==> src/rtl/addsub_arbiter.sv <==
// addsub_arbiter: round-robin arbiter in front of one shared 4-bit
// adder/subtractor. It captures the winning requester's operands and
// sequences them through the datapath (IDLE -> EXEC -> DONE). The result is
// returned tagged with the owner's index and a two's-complement overflow flag.
// Optional build macro: ADDSUB_ARB_PRIO0_EN gives requester 0 absolute
// priority, and the remaining requesters share round-robin.
module addsub_arbiter #(
    parameter int NREQ  = 4,
    parameter int WIDTH = 4,
    localparam int IDW  = $clog2(NREQ)
) (
    input  logic                  clk,
    input  logic                  rst_n,
    input  logic [NREQ-1:0]       req,
    input  logic [NREQ*WIDTH-1:0] op_a,
    input  logic [NREQ*WIDTH-1:0] op_b,
    input  logic [NREQ-1:0]       op_sub,
    output logic [NREQ-1:0]       gnt,
    output logic                  busy,
    output logic                  result_valid,
    output logic [IDW-1:0]        result_id,
    output logic [WIDTH-1:0]      result,
    output logic                  result_ovf
);

    typedef enum logic [1:0] {IDLE, EXEC, DONE} state_t;

    state_t           state_q, state_d;
    logic [IDW-1:0]   last_q, last_d;
    logic [IDW-1:0]   id_q, id_d;
    logic [WIDTH-1:0] a_q, a_d;
    logic [WIDTH-1:0] b_q, b_d;
    logic             sub_q, sub_d;
    logic [NREQ-1:0]  gnt_q, gnt_d;
    logic             rv_q, rv_d;
    logic [WIDTH-1:0] res_q, res_d;
    logic             ovf_q, ovf_d;

    logic             found;
    logic [IDW-1:0]   win;
    logic [IDW:0]     idx;
    logic [WIDTH-1:0] b_eff;
    logic [WIDTH-1:0] sum;
    logic             ovf;

    // Winner select: search from last+1 and wrap around once.
    always_comb begin
        found = 1'b0;
        win   = '0;
        idx   = '0;
`ifdef ADDSUB_ARB_PRIO0_EN
        if (req[0]) begin
            found = 1'b1;
        end
`endif
        for (int unsigned i = 0; i < NREQ; i++) begin
            idx = {1'b0, last_q} + (IDW+1)'(i + 1);
            if (idx >= (IDW+1)'(NREQ)) begin
                idx = idx - (IDW+1)'(NREQ);
            end
            if (!found && req[idx[IDW-1:0]]) begin
                found = 1'b1;
                win   = idx[IDW-1:0];
            end
        end
    end

    // Shared datapath: subtract is A + ~B + 1 and the carry out is dropped.
    always_comb begin
        b_eff = sub_q ? ~b_q : b_q;
        sum   = a_q + b_eff + {{(WIDTH-1){1'b0}}, sub_q};
        ovf   = (a_q[WIDTH-1] == b_eff[WIDTH-1]) && (sum[WIDTH-1] != a_q[WIDTH-1]);
    end

    // Next-state and register-input logic for the operation sequencer.
    always_comb begin
        state_d = state_q;
        last_d  = last_q;
        id_d    = id_q;
        a_d     = a_q;
        b_d     = b_q;
        sub_d   = sub_q;
        gnt_d   = '0;
        rv_d    = 1'b0;
        res_d   = res_q;
        ovf_d   = ovf_q;
        case (state_q)
            IDLE: begin
                if (found) begin
                    a_d     = op_a[int'(win)*WIDTH +: WIDTH];
                    b_d     = op_b[int'(win)*WIDTH +: WIDTH];
                    sub_d   = op_sub[win];
                    id_d    = win;
                    gnt_d   = {{(NREQ-1){1'b0}}, 1'b1} << win;
                    state_d = EXEC;
`ifdef ADDSUB_ARB_PRIO0_EN
                    // Requester 0 grants leave the rotation of the others untouched.
                    if (win != '0) begin
                        last_d = win;
                    end
`else
                    last_d = win;
`endif
                end
            end
            EXEC: begin
                res_d   = sum;
                ovf_d   = ovf;
                rv_d    = 1'b1;
                state_d = DONE;
            end
            DONE: begin
                state_d = IDLE;
            end
            default: begin
                state_d = IDLE;
            end
        endcase
    end

    // State and datapath registers; reset discards any in-flight operation.
    always_ff @(posedge clk or negedge rst_n) begin
        if (!rst_n) begin
            state_q <= IDLE;
            last_q  <= IDW'(NREQ - 1);
            id_q    <= '0;
            a_q     <= '0;
            b_q     <= '0;
            sub_q   <= 1'b0;
            gnt_q   <= '0;
            rv_q    <= 1'b0;
            res_q   <= '0;
            ovf_q   <= 1'b0;
        end else begin
            state_q <= state_d;
            last_q  <= last_d;
            id_q    <= id_d;
            a_q     <= a_d;
            b_q     <= b_d;
            sub_q   <= sub_d;
            gnt_q   <= gnt_d;
            rv_q    <= rv_d;
            res_q   <= res_d;
            ovf_q   <= ovf_d;
        end
    end

    assign gnt          = gnt_q;
    assign busy         = (state_q != IDLE);
    assign result_valid = rv_q;
    assign result_id    = id_q;
    assign result       = res_q;
    assign result_ovf   = ovf_q;

endmodule
==> config.mk <==
export PLATFORM = sky130hd
export DESIGN_NAME = addsub_arbiter
export DESIGN_NICKNAME = d
export VERILOG_FILES = /design/src/rtl/addsub_arbiter.sv
export SDC_FILE = /design/constraint.sdc
export NUM_CORES = 1
export LEC_CHECK = 0
export ABC_AREA = 1
export BUFFER_PORTS_ARGS = -buffer_cell sky130_fd_sc_hd__buf_4
export CAP_MARGIN = 40
export CORE_MARGIN = 1
export CORE_UTILIZATION = 51
export CTS_BUF_LIST = sky130_fd_sc_hd__clkbuf_8 sky130_fd_sc_hd__clkbuf_16
export DETAILED_ROUTE_END_ITERATION = 8
export GPL_TIMING_DRIVEN = 0
export PLACE_DENSITY_LB_ADDON = 0.25
export SYNTH_ARGS = -nofsm -noshare
export SYNTH_HDL_FRONTEND = slang
export SYNTH_SLANG_ARGS = --single-unit
==> constraint.sdc <==
create_clock -name clk -period 2.2 [get_ports clk]
set_clock_uncertainty 0.15 [all_clocks]
set_input_delay 0.55 -clock clk [delete_from_list [all_inputs] [get_ports clk]]
set_output_delay 0.55 -clock clk [all_outputs]
set_load 0.05 [all_outputs]
# Yosys cells after proc, flatten, opt, wreduce, memory -nomap -nowiden
# Cells that the tools add are included.
dict set report totals {
  reg_bits 25
  output_inout_bits 13
}
dict set report classes {
  add_sub_neg 10
  n_lt_le_gt_ge 9
  eq_ne 4
  shift 3
  n_mux 28
  n_bitwise 1
  n_reduce_logical 10
}
# operator n
set op_table {}
lappend op_table {{16-bit by 5-bit variable part select with 4-bit output} 2}
lappend op_table {{2-bit 2-to-1 mux} 9}
lappend op_table {{2-bit by 3-bit less-than comparator with 1-bit output (second input constant)} 5}
lappend op_table {{3-bit greater-or-equal comparator (second input constant)} 4}
lappend op_table {{4-bit 2-to-1 mux} 3}
lappend op_table {{1-bit binary-select mux with 2-bit select} 5}
lappend op_table {{1-bit 2-to-1 mux} 10}
lappend op_table {{2-bit by 1-bit subtractor with 2-bit output (second input constant)} 4}
lappend op_table {{2-bit by 2-bit adder with 3-bit output (second input constant)} 2}
lappend op_table {{4-bit by 1-bit adder with 4-bit output} 1}
lappend op_table {{4-bit adder} 1}
lappend op_table {{1-bit logical AND} 4}
lappend op_table {{4-bit inverter} 1}
lappend op_table {{2-bit case mux with 2 select lines} 1}
lappend op_table {{1-bit by 2-bit left shift with 4-bit output (first input constant)} 1}
lappend op_table {{2-bit by 1-bit adder with 3-bit output (second input constant)} 1}
lappend op_table {{2-bit by 3-bit adder with 3-bit output (second input constant)} 1}
lappend op_table {{1-bit zero test} 3}
lappend op_table {{2-bit by 1-bit == test with 1-bit output (second input constant)} 1}
lappend op_table {{2-bit zero test} 1}
lappend op_table {{2-bit != test (second input constant)} 1}
lappend op_table {{2-bit AND reduction} 1}
lappend op_table {{2-bit nonzero test} 1}
lappend op_table {{1-bit == test} 1}
lappend op_table {{1-bit != test} 1}

# Logic depth before layout (Yosys ltp)
# Gate-level depths: netlist of the first run.
dict set report logic_depth {
  ltp_word 18
  mapped_depth 16
  depth_no_buf 14
}

# Worst setup path after synthesis of the first run
# Ideal clock, no wire load.
dict set report synth_path {
  path_kind {register to register}
  start {register last_q[0]}
  end {register a_q[3]}
  t_arrival_ps 1699
  t_required_ps 1933
  path_slack_ps 235
  path_stages_with_launch 16
  path_buffers 2
  cell_sequence {dfstp_2 buf_4 inv_4 nand2_1 nand2_1 nand2_1 nand2_1 nor2_4 nand3_4 nand3_4 buf_6 nand2_1 nand3_1 nand2_1 nand2_1 nand2_1}
}
dict set report synth_between {
  elab_chain_len 16
  elab_cells_between_ends 40
  cone_classes {add/sub: 8; order compare: 4; shift: 1; mux: 20; reduce/logical: 7}
}
# item line
set synth_rtl {}
lappend synth_rtl {{from (decl)} 29} ;# logic [IDW-1:0] last_q, last_d;
lappend synth_rtl {{from (signal assigned)} 125} ;# last_q <= IDW'(NREQ - 1);
lappend synth_rtl {{from (signal assigned)} 136} ;# last_q <= last_d;
lappend synth_rtl {{2-bit by 1-bit adder with 3-bit output} 57} ;# idx = {1'b0, last_q} + (IDW+1)'(i + 1);
lappend synth_rtl {{3-bit greater-or-equal comparator or 2-bit by 1-bit subtractor with 2-bit output (tied branches)} {58, 59}}
lappend synth_rtl {{2-bit 2-to-1 mux} 58} ;# if (idx >= (IDW+1)'(NREQ)) begin
lappend synth_rtl {{1-bit binary-select mux with 2-bit select} 61} ;# if (!found && req[idx[IDW-1:0]]) begin
lappend synth_rtl {{1-bit 2-to-1 mux (implied by the code)} 61}
lappend synth_rtl {{1-bit 2-to-1 mux} 61}
lappend synth_rtl {{1-bit zero test} 61}
lappend synth_rtl {{1-bit logical AND} 61}
lappend synth_rtl {{1-bit 2-to-1 mux} 61}
lappend synth_rtl {{1-bit zero test} 61}
lappend synth_rtl {{1-bit logical AND} 61}
lappend synth_rtl {{1-bit 2-to-1 mux} 61}
lappend synth_rtl {{1-bit zero test} 61}
lappend synth_rtl {{1-bit logical AND} 61}
lappend synth_rtl {{2-bit 2-to-1 mux or 1-bit 2-to-1 mux (tied branches)} 61}
lappend synth_rtl {{16-bit by 5-bit variable part select with 4-bit output or 2-bit AND reduction (tied branches)} n/a}
lappend synth_rtl {{to (signal assigned)} 127} ;# a_q <= '0;
lappend synth_rtl {{to (signal assigned)} 138} ;# a_q <= a_d;
lappend synth_rtl {{to (decl)} 31} ;# logic [WIDTH-1:0] a_q, a_d;
# Several ways; a longest one is shown, not always the timed one. The select of a mux whose other input is x is not followed.
# A chain may end at the register's enable or synchronous reset.

# Worst setup path in the final report of the first run
dict set report layout_path {
  start {register last_q[1]}
  end {register sub_q}
}
dict set report layout_between {
  elab_chain_len 17
  elab_cells_between_ends 41
  cone_classes {add/sub: 8; order compare: 4; mux: 22; reduce/logical: 7}
}
# item line
set layout_rtl {}
lappend layout_rtl {{2-bit by 1-bit adder with 3-bit output} 57}
lappend layout_rtl {{3-bit greater-or-equal comparator or 2-bit by 1-bit subtractor with 2-bit output (tied branches)} {58, 59}}
lappend layout_rtl {{2-bit 2-to-1 mux} 58}
lappend layout_rtl {{1-bit binary-select mux with 2-bit select} 61}
lappend layout_rtl {{1-bit 2-to-1 mux (implied by the code)} 61}
lappend layout_rtl {{1-bit 2-to-1 mux} 61}
lappend layout_rtl {{1-bit zero test} 61}
lappend layout_rtl {{1-bit logical AND} 61}
lappend layout_rtl {{1-bit 2-to-1 mux} 61}
lappend layout_rtl {{1-bit zero test} 61}
lappend layout_rtl {{1-bit logical AND} 61}
lappend layout_rtl {{1-bit 2-to-1 mux} 61}
lappend layout_rtl {{1-bit zero test} 61}
lappend layout_rtl {{1-bit logical AND} 61}
lappend layout_rtl {{2-bit 2-to-1 mux} 61}
lappend layout_rtl {{1-bit binary-select mux with 2-bit select} 92} ;# sub_d = op_sub[win];
lappend layout_rtl {{1-bit 2-to-1 mux (implied by the code)} 92}
lappend layout_rtl {{to (signal assigned)} 140} ;# sub_q <= sub_d;
lappend layout_rtl {{to (decl)} 33} ;# logic sub_q, sub_d;
# Several ways; a longest one is shown, not always the timed one. The select of a mux whose other input is x is not followed.

==> summary.txt, run 1 <==
Placed design
  – HPWL after DPL: roughly 3.2 mm
  – Post-Place Cells: about 360
  – Port buffer count: 54
  – Routability cong.: 0.828

Global route
  – GRT Residual Overflow: 0
  – Vias in the first global route: about 1.7k
  – Global Route Usage Sum: between 20% and 30%
  – Initial antenna violation count: 0
  – Largest net degree at the start of global routing: 26
  – First-pass GRT wire length: slightly below 7 mm

STA
  – Period utilisation layout: between 90% and 100%
  – Endpoints failing hold: 0
  – Worst slew pin tran: roughly 420 ps
  – RSZ-0062 raised after global routing: yes
  – Achievable clock frequency: 456 MHz
  – Slew Viols, Final: 0
  – Worst slew margin: about 70%
  – Min cycle time layout: between 2000 and 2500 ps
  – TNS Setup: 0 ps
  – Setup violations, final: 0

Synth
  – FF+latch count, synth: 25
  – Proportion of synthesized area in mux cells: 0%
  – Main combinational cell family by area after synthesis: simple AND/OR/NAND/NOR gates
  – Post-Synth XOR/XNOR Area: 2.98%
  – Synth Warn #: 0
  – Synth Area in Adders: about 2.6%
  – Mapped Nets: around 310
  – Syn_area_per_cell: between 6 and 7 um^2
  – Post-Synthesis Cells: 260
  – Cell area after synthesis: approximately 1800 um^2
  – Seq/Total Area, Yosys: a little over a third
  – Yosys cell types: 30
  – Compound-Gate Fraction of Synth Area: 3.55%
  – Simple-Gate Fraction of Synth Area: 41.1%

Routing
  – Via density: approximately 5.1
  – Highest metal layer with signal wires: met4
  – Final ANT Viol Nets: 0
  – Drt pass-1 iters: 4
  – Wirelength per Cell: ~13 um
  – Wire length on met2: 2.51 mm
  – Initial drt markers: between 100 and 150
  – WL final: slightly below 5 mm
  – Post-Route M1 WL: slightly below 2 mm
  – Total number of vias: between 1.5k and 2k
  – WL met3: approximately 230 um
  – DRC: 0

Critical path
  – Crit Path Category: reg2reg
  – Critical Path Sink Type: flip-flop
  – CP Cell Sequence: inv_2, nand2_2, nand2_2, nand2_2, nand2_4, nor2_4, nand3_4, nand3_4, buf_6, nand2_1, nand3_1, nand2_1, nand2_1, nand2_1
  – Critical path launch point type: flip-flop
  – CP max stage delay: between 600 and 700 ps
  – Flop-to-flop setup slack: roughly 8.4 ps
  – Critical path fanouts, max: 8
  – Critical path arrival: 2210 ps
  – Most frequent CP cell: nand2_1
  – Required time worst endpoint: around 2200 ps
  – Critical-path top delay cell: dfstp_2

Die
  – Die ar.: between 3000 and 4000 um^2
  – Row Count: 20
  – IO Count: between 50 and 60
  – Die height: approximately 61 um
  – Initial Utilization: a little under three fifths
  – Placeable Area: about 3200 um^2
  – Die width: just over 60 um

Job
  – Max-cap viol count: 0

Layout
  – Area Overhead vs Synth: 42.3%
  – Layout cells sized above 1: a little over a third
  – Post-layout util: ~80%
  – Fill cells: 237
  – Net count, final: between 300 and 400
  – Final Non-Filler Cells: approximately 380
  – Antenna cells: 0
  – Register Area: roughly 630 um^2
  – Area of the multi-input gates: between 900 and 1000 um^2

Status
  – Status: complete, no violations

CTS
  – TritonCTS Buffers: 3
  – Cts hold-fix bufs: 0
  – CTS sink cnt: 25
  – CTS clk-pin slew, worst paths: about 80 ps
  – Clock Latency Late Sink: ~270 ps
  – CTS tree: built
  – Root Buffer: clkbuf_8
  – Clk buf depth: 2
  – H-tree levels: 1

Min path
  – Hold Crit Class: in2async
## cell type report
class | instances | area share (%)
clock buffers | 3 | 1.65
multi-input cells | 176 | 38.5
repair buffers | 68 | 21.6
well taps | 44 | 2.19
flip-flops and latches | 25 | 25.0
clock inverters | 1 | 0.200
plain buffers | 10 | 3.24
inverters | 49 | 7.63
## final timing paths
path | cells past startpoint | startpoint | to
setup / recovery | 14 | last_q[1] | sub_q
hold / removal | 1 | rst_n | gnt[2]
setup reg to reg | 14 | last_q[1] | sub_q
hold reg to reg | 1 | state_q[1] | state_q[1]
max in group asynchronous | 1 | rst_n | last_q[0]
min in group clk | 1 | state_q[1] | state_q[1]
## metrics by stage
step / worst slack, ps / cell area, um^2 / hold slack, ps
floorplan: 235 / 1760 / 104
global placement: 27.7 / 2220 / 289
detailed placement: -34.7 / 2220 / 299
CTS: 0.0600 / 2280 / 25.2
global route: -95.8 / 2510 / 35.5
finish: 8.40 / 2510 / 17.6
## synthesized netlist by cell type (all sizes together)
cell type | n | area, um^2
nand3 | 29 | 175
o221a | 1 | 11.3
buf | 9 | 60.1
nor3 | 1 | 5.00
xor2 | 3 | 26.3
a21oi | 3 | 15.0
dfstp | 2 | 52.6
nor2 | 18 | 75.1
fa | 1 | 20.0
a31oi | 1 | 6.26
or2 | 3 | 18.8
nand4 | 14 | 87.6
ha | 2 | 25.0
o21ai | 3 | 15.0
inv | 49 | 186
dfrtp | 23 | 576
xnor2 | 3 | 26.3
nand2 | 92 | 363
clkbuf | 1 | 3.75
o211ai | 2 | 15.0
## logic make-up (layout without fill, tap and decap cells)
family,Yosys count,in the layout
AND/OR/NAND/NOR,157,157
buffers and inverters,59,131
flip-flops,25,25
AO/OA/AOI/OAI,10,10
XOR/XNOR,6,6
adder cells (fa/ha/maj),3,3
## critical path: cells and delay by family (launching register included)
family	cells	cell delay, ps
simple gates	12	1070
flops	1	620
buf+inv	2	240
## registers in the layout, summed over array words and instances (netlist names)
register,cells
a_q,4
b_q,4
gnt,4
result,4
last_q,2
result_id,2
state_q,2
result_ovf,1
result_valid,1
sub_q,1
## routing by layer
layer | vias to the layer above | global-route usage, %
met3 | 11 | 4.69
met4 | 0 | 7.14
met2 | 79 | 46.2
met5 | - | 0
met1 | 859 | 30.1
li1 | 954 | -
## cells in the final DEF (no fill, tap or decap), types with 4 or more instances in the layout
cell     count
buf_4       65
dfrtp_1     23
nand2_4      4
nand2_1     73
nand3_1     24
inv_1       44
nand4_1     14
inv_2        4
nor2_1      14
nand2_2     15
## repair_timing
action | 4_1_cts | 5_1_grt
gates cloned | 0 | 3
endpoints found under the setup margin | 8 | 15
buffers inserted | 0 | 11
pin swaps | 0 | 15
resized for setup | 5 | 29
Power of run 1 is not shown: default switching activity piles up to over one toggle a cycle in this logic, so the estimate is an artifact.
==> run 2: changes to the inputs <==
ABC_AREA = not set   (was 1)
CORE_UTILIZATION = 49   (was 51)
==> run 2 against run 1 <==
The flow now finishes with violations (DRC). Synthesized area decreased by 16%. Worst setup slack improved by 110 ps. Non-clock buffer count decreased by 13. Cell area decreased by 21%.
==> summary.txt, run 2 <==
Critical path
  – Worst path buffer plus inverter count: 3
  – Setup crit start: req[0]
  – Critical path fanouts, max: 10
  – Required time worst endpoint: between 2000 and 2500 ps
  – Reg-to-Reg Start: last_q[0]
  – Critical path arrival: 2090 ps
  – Critical-path top delay cell: o21ai_2
  – CP max stage delay: 330 ps
  – Flop-to-flop setup slack: approximately 130 ps
  – Most frequent CP cell: buf_4
  – R2R cell count: 8
  – Worst setup path endpoint: a_q[0]
  – Critical Path Sink Type: flip-flop
  – CP Cell Sequence: buf_4, o21a_1, o21ai_2, and3_1, buf_6, buf_4, mux2i_1, a211oi_1
  – Critical path launch point type: input pin
  – Critical R2R Capture: a_q[0]
  – Cell family with the largest share of critical-path delay: compound AO/OA/AOI/OAI gates
  – WP depth: 8
  – Crit Path Category: in2reg

STA
  – TNS Setup: 0 ps
  – Achievable clock frequency: between 400 and 500 MHz
  – Worst slew pin tran: 467 ps
  – RSZ-0062 raised after global routing: no
  – Hold WS: roughly 7.4 ps
  – Worst slew margin: between 60 and 70%
  – Setup WS post-layout: ~120 ps
  – Endpoints failing hold: 0
  – Min cycle time layout: between 2000 and 2500 ps
  – Slew Viols, Final: 0
  – Setup violations, final: 0
  – Period utilisation layout: a little over nine tenths

Status
  – Failing checks: DRC
  – Status: finished with violations

Pwr
  – Leak Pwr: between 1 and 1.5 nW
  – Clk pwr share: around 9.0%
  – Gate power share: 63.7%
  – Power, Total: slightly above 3 mW
  – Sw Pwr: 1.46 mW
  – Net Sw Frac: between 40% and 50%
  – Worst vdd ir: between 900 and 1000 uV
  – Internal: roughly 1.6 mW
  – Relative contribution of sequential cells to total power: a little over a quarter
  – Pwr dens: roughly 1600 nW/um^2

Placed design
  – Pre-CTS setup slack: -243 ps
  – Post-Place Cells: 238
  – HPWL after DPL: 2.65 mm
  – Port buffer count: 54
  – Routability cong.: 0.806
  – Placement Cell Area: between 1500 and 2000 um^2

Global route
  – Global Route Usage Sum: between 20% and 30%
  – Largest net degree at the start of global routing: 26
  – GRT Residual Overflow: 0
  – Vias in the first global route: between 1k and 1.5k
  – First-pass GRT wire length: 5.44 mm
  – Initial antenna violation count: 0

Routing
  – Initial drt markers: 28
  – WL final: between 3 and 4 mm
  – Wirelength per Cell: between 10 and 15 um
  – Total number of vias: approximately 1.3k
  – Drt pass-1 iters: 6
  – Via density: about 5.4
  – Final ANT Viol Nets: 0
  – DRC: 4

Die
  – Placeable Area: between 2000 and 3000 um^2
  – Row Count: 19
  – Die ar.: about 3200 um^2
  – IO Count: 55
  – Die width: 56.8 um
  – Die height: around 57 um
  – Initial Utilization: a little over half

CTS
  – H-tree levels: 1
  – Root Buffer: clkbuf_8
  – Clk buf depth: 2
  – Cts hold-fix bufs: 0
  – CTS tree: built
  – CTS sink cnt: 25
  – TritonCTS Buffers: 3
  – CTS clk-pin slew, worst paths: 90 ps
  – Clock Latency Late Sink: approximately 270 ps

Layout
  – Most frequent cells in the layout: buf_4 (55), dfrtp_1 (23), nor2_1 (18)
  – Layout cells sized above 1: between 30% and 40%
  – Final Non-Filler Cells: about 240
  – Antenna cells: 0
  – Post-layout util: 70.6%
  – Net count, final: around 260
  – Most common cell after layout, fill and taps aside: buf_4
  – Final instance area: 1980 um^2
  – Area Overhead vs Synth: 34.4%
  – Fill cells: 230

Synth
  – Proportion of synthesized area in mux cells: 7.56%
  – Synth Warn #: 0
  – Main combinational cell family by area after synthesis: compound AO/OA/AOI/OAI gates
  – Asr flop ratio synth: 100%
  – Syn_area_per_cell: ~9.6 um^2
  – Synth top area cells: dfrtp_1 (39%), mux2i_1 (6.8%), o211a_1 (6.1%)
  – EDFF count, synth: 0
  – Compound-Gate Fraction of Synth Area: roughly 21%
  – Post-synth top cells: dfrtp_1 (23), nor2_1 (18), nand2_1 (16)
  – Top FF cell, synth: dfrtp_1
  – Post-Synthesis Cells: around 150
  – Post-Synth XOR/XNOR Area: around 4.2%
  – Seq/Total Area, Yosys: between 40% and 50%
  – Post-synth top area share: between 30% and 40%
  – Simple-Gate Fraction of Synth Area: approximately 13%
  – Synth area leader: dfrtp_1
  – Synth Area in Adders: 3.06%
  – Most common cell in the synthesized netlist: dfrtp_1
  – Yosys cell types: 34
  – Mapped Nets: 198
  – FF+latch count, synth: 25
  – Cell area after synthesis: around 1500 um^2

Min path
  – Hold Crit Class: in2async

Job
  – Max-cap viol count: 0
run 2: cell count changes in the layout (fill, tap and decap cells not counted), moves of 9 or more:
cell	delta
inv_1	-33
buf_4	-10
mux2i_1	+9
nand4_1	-14
a211oi_1	+9
o211a_1	+9
nand2_1	-57
nand2_2	-15
nand3_1	-24
a41oi_1	+9
run 2: kinds of logic (layout without fill, tap and decap cells):
kind of cell,Yosys count,count (layout)
adder cells (fa/ha/maj),3,3
multiplexers,11,11
buffers and inverters,23,81
flip-flops,25,25
AO/OA/AOI/OAI,39,39
XOR/XNOR,7,7
AND/OR/NAND/NOR,45,45
run 2: final cells by class:
type                            count  area, um^2  share of cell area [%]
Timing Repair Buffer               54         405                    20.5
Clock buffer                        3        41.3                    2.09
Sequential cell                    25         628                    31.7
Multi-Input combinational cell    105         734                    37.1
Buffer                             11        78.8                    3.98
Inverter                           12        45.0                    2.28
Clock inverter                      1        7.51                   0.379
Tap cell                           31        38.8                    1.96
run 2: layer usage:
metal  up-vias  GRT usage [%]  share of wire (%)  wire, um
met4         0           2.79               0.37        12
met2        32           39.6                 54      1770
met3         2           4.84                4.0       131
met5         -              0                  0         0
met1       607           26.5                 41      1340
li1        658              -                  -         -
run 2: worst min path at each step:
stage | cells past startpoint | endpoint | start
2_1_floorplan | 0 | a_q[0] | rst_n
3_3_place_gp | 1 | result_valid | rst_n
3_5_place_dp | 2 | result[1] | result[1]
4_1_cts | 1 | state_q[0] | rst_n
5_1_grt | 1 | state_q[0] | rst_n
6_report | 1 | state_q[0] | rst_n
run 2: timing repair:
| action | in CTS | in global routing |
|---|---|---|
| setup buffers | 0 | 0 |
| endpoints found under the setup margin | 0 | 11 |
| resized for setup | 0 | 12 |
run 2: power groups by stage:
stage | combinational (mW) | clock [mW] | sequential (mW)
after floorplan | 1.15 | 0 | 1.15
after global placement | 1.87 | 0 | 0.843
after detailed placement | 1.95 | 0 | 0.854
after CTS | 1.96 | 0.285 | 0.845
after global routing | 2.17 | 0.300 | 0.872
final | 1.97 | 0.278 | 0.842
Power figures use the tool's default switching activity.
==> run 3: changes to the inputs <==
--- a/config.mk
+++ b/config.mk
@@ -14,4 +14,5 @@
 export GPL_TIMING_DRIVEN = 0
 export PLACE_DENSITY_LB_ADDON = 0.25
+export REMOVE_ABC_BUFFERS = 1
 export SYNTH_ARGS = -nofsm -noshare
 export SYNTH_HDL_FRONTEND = slang
--- a/constraint.sdc
+++ b/constraint.sdc
@@ -3,3 +3,3 @@
 set_input_delay 0.55 -clock clk [delete_from_list [all_inputs] [get_ports clk]]
 set_output_delay 0.55 -clock clk [all_outputs]
-set_load 0.05 [all_outputs]
+set_load 0.02 [all_outputs]
==> run 3 against run 2 <==
The flow still finishes with violations (DRC). Sequential cell count unchanged. Sequential share of layout area rose by 0.76 points. Core utilization fell by 1.7 points. Critical endpoint is now a_q[1]. Combinational power is 16% lower. Die area is the same.
==> summary.txt, run 3 (synthesized netlist as in run 2, its figures left out) <==
Layout
  – Net count, final: between 200 and 250
  – Most frequent cells in the layout: buf_4 (55), dfrtp_1 (23), nor2_1 (17)
  – Area Overhead vs Synth: 31.3%
  – Layout cells sized above 1: between 30 and 40%
  – Final instance area: approximately 1900 um^2
  – Most common cell after layout, fill and taps aside: buf_4
  – Antenna cells: 0

Die
  – Die ar.: around 3200 um^2
  – Initial Utilization: about 52%
  – IO Count: 55
  – Die width: about 57 um
  – Row Count: 19
  – Placeable Area: about 2800 um^2
  – Die height: around 57 um

Routing
  – Via density: about 5.5
  – Initial drt markers: between 40 and 50
  – DRC: 8
  – Total number of vias: between 1k and 1.5k
  – Wirelength per Cell: 13.9 um
  – Final ANT Viol Nets: 0
  – WL final: 3.24 mm
  – Drt pass-1 iters: 6

CTS
  – CTS clk-pin slew, worst paths: ~90 ps
  – Clock Latency Late Sink: 280 ps
  – Root Buffer: clkbuf_8
  – CTS tree: built
  – Cts hold-fix bufs: 0
  – CTS sink cnt: 25
  – TritonCTS Buffers: 3
  – H-tree levels: 1
  – Clk buf depth: 2

Pwr
  – Pwr dens: around 1400 nW/um^2
  – Leak Pwr: between 1 and 1.5 nW
  – Worst vdd ir: 683 uV

Critical path
  – Flop-to-flop setup slack: ~110 ps
  – Critical Path Sink Type: flip-flop
  – Critical path fanouts, max: 14
  – Crit Path Category: reg2reg
  – Critical R2R Capture: a_q[1]
  – Required time worst endpoint: about 2200 ps
  – Reg-to-Reg Start: last_q[0]
  – Worst setup path endpoint: a_q[1]
  – Critical path launch point type: flip-flop
  – R2R cell count: 6
  – Critical path arrival: about 2100 ps
  – Setup crit start: last_q[0]

Status
  – Failing checks: DRC
  – Status: finished with violations

Min path
  – Hold Crit Class: in2async

STA
  – Setup violations, final: 0
  – Slew Viols, Final: 0
  – Period utilisation layout: between 90% and 100%
  – Min cycle time layout: approximately 2100 ps
  – RSZ-0062 raised after global routing: no
  – Achievable clock frequency: 479 MHz
  – Worst slew margin: 62.8%
  – Hold WS: 8.42 ps
  – Endpoints failing hold: 0
  – Worst slew pin tran: around 560 ps

Global route
  – Largest net degree at the start of global routing: 26
  – GRT Residual Overflow: 0
  – Initial antenna violation count: 0
  – Global Route Usage Sum: 21.1%
  – Vias in the first global route: about 1.2k
  – First-pass GRT wire length: approximately 5.3 mm

Placed design
  – Placement Cell Area: around 1900 um^2
  – HPWL after DPL: between 2 and 2.5 mm
  – Port buffer count: 54
  – Routability cong.: between 0.7 and 0.8

Job
  – Max-cap viol count: 0
-- run 3: changes by cell type in the layout (fill, tap and decap cells not counted), sizes merged --
cell      change
buf           -2
clkbuf        -7
clkinvlp      -1
inv           +1
-- run 3: final cells by class --
| cell class | instances | area (um^2) |
|---|---|---|
| well taps | 31 | 38.8 |
| clock buffers | 3 | 41.3 |
| inverters | 12 | 45.0 |
| flip-flops and latches | 25 | 628 |
| clock inverters | 1 | 8.76 |
| multi-input cells | 105 | 743 |
| fillers | 236 | 872 |
| repair buffers | 56 | 428 |
-- run 3: power breakdown --
| group | internal [mW] | switching (mW) |
|---|---|---|
| clock network | 0.133 | 0.163 |
| registers | 0.693 | 0.154 |
| logic | 0.754 | 0.892 |
| total | 1.58 | 1.21 |
-- run 3: how the worst min path moves through the flow --
stage | startpoint | cells after the start | endpoint | slack [ps]
after floorplan | rst_n | 0 | a_q[0] | 100
after global placement | result[1] | 2 | result[1] | 310
after detailed placement | rst_n | 1 | state_q[1] | 320
after CTS | rst_n | 1 | result[0] | 20
after global routing | rst_n | 1 | state_q[1] | 30
final | rst_n | 1 | state_q[1] | 8
-- run 3: per-layer routing --
layer / vias to the layer above / GRT usage (%) / part of all wire, %
met5: - / 0 / 0
met4: 0 / 6.97 / 1.2
met3: 5 / 3.00 / 5.4
met2: 43 / 36.7 / 49
met1: 606 / 26.9 / 44
li1: 637 / - / -
-- run 3: what timing repair did --
| action | 4_1_cts | 5_1_grt |
|---|---|---|
| endpoints found under the hold margin | 0 | 0 |
| resized for setup | 3 | 1 |
| endpoints found under the setup margin | 11 | 7 |
| pin swaps | 0 | 0 |
| setup buffers | 0 | 0 |
-- run 3: worst max-delay path: stages, from the launching register on --
cell and delay (ps):
dfstp_2 570, nand2b_1 110, a21o_1 320, and3_4 320, buf_8 170, mux2i_1 230, a211oi_1 90
-- run 3: per-stage QoR --
step           power (mW)  utilization [%]  setup slack [ps]  cells  TNS (ps)
2_1_floorplan        1.98                -             -86.4    142      -778
3_3_place_gp         2.39             65.9              -529    227     -7050
3_5_place_dp         2.49             66.7              -373    229     -3720
4_1_cts              2.80             68.8              65.9    233         0
5_1_grt              3.03             68.9              5.51    233         0
6_report             2.79             68.9               110    233         0
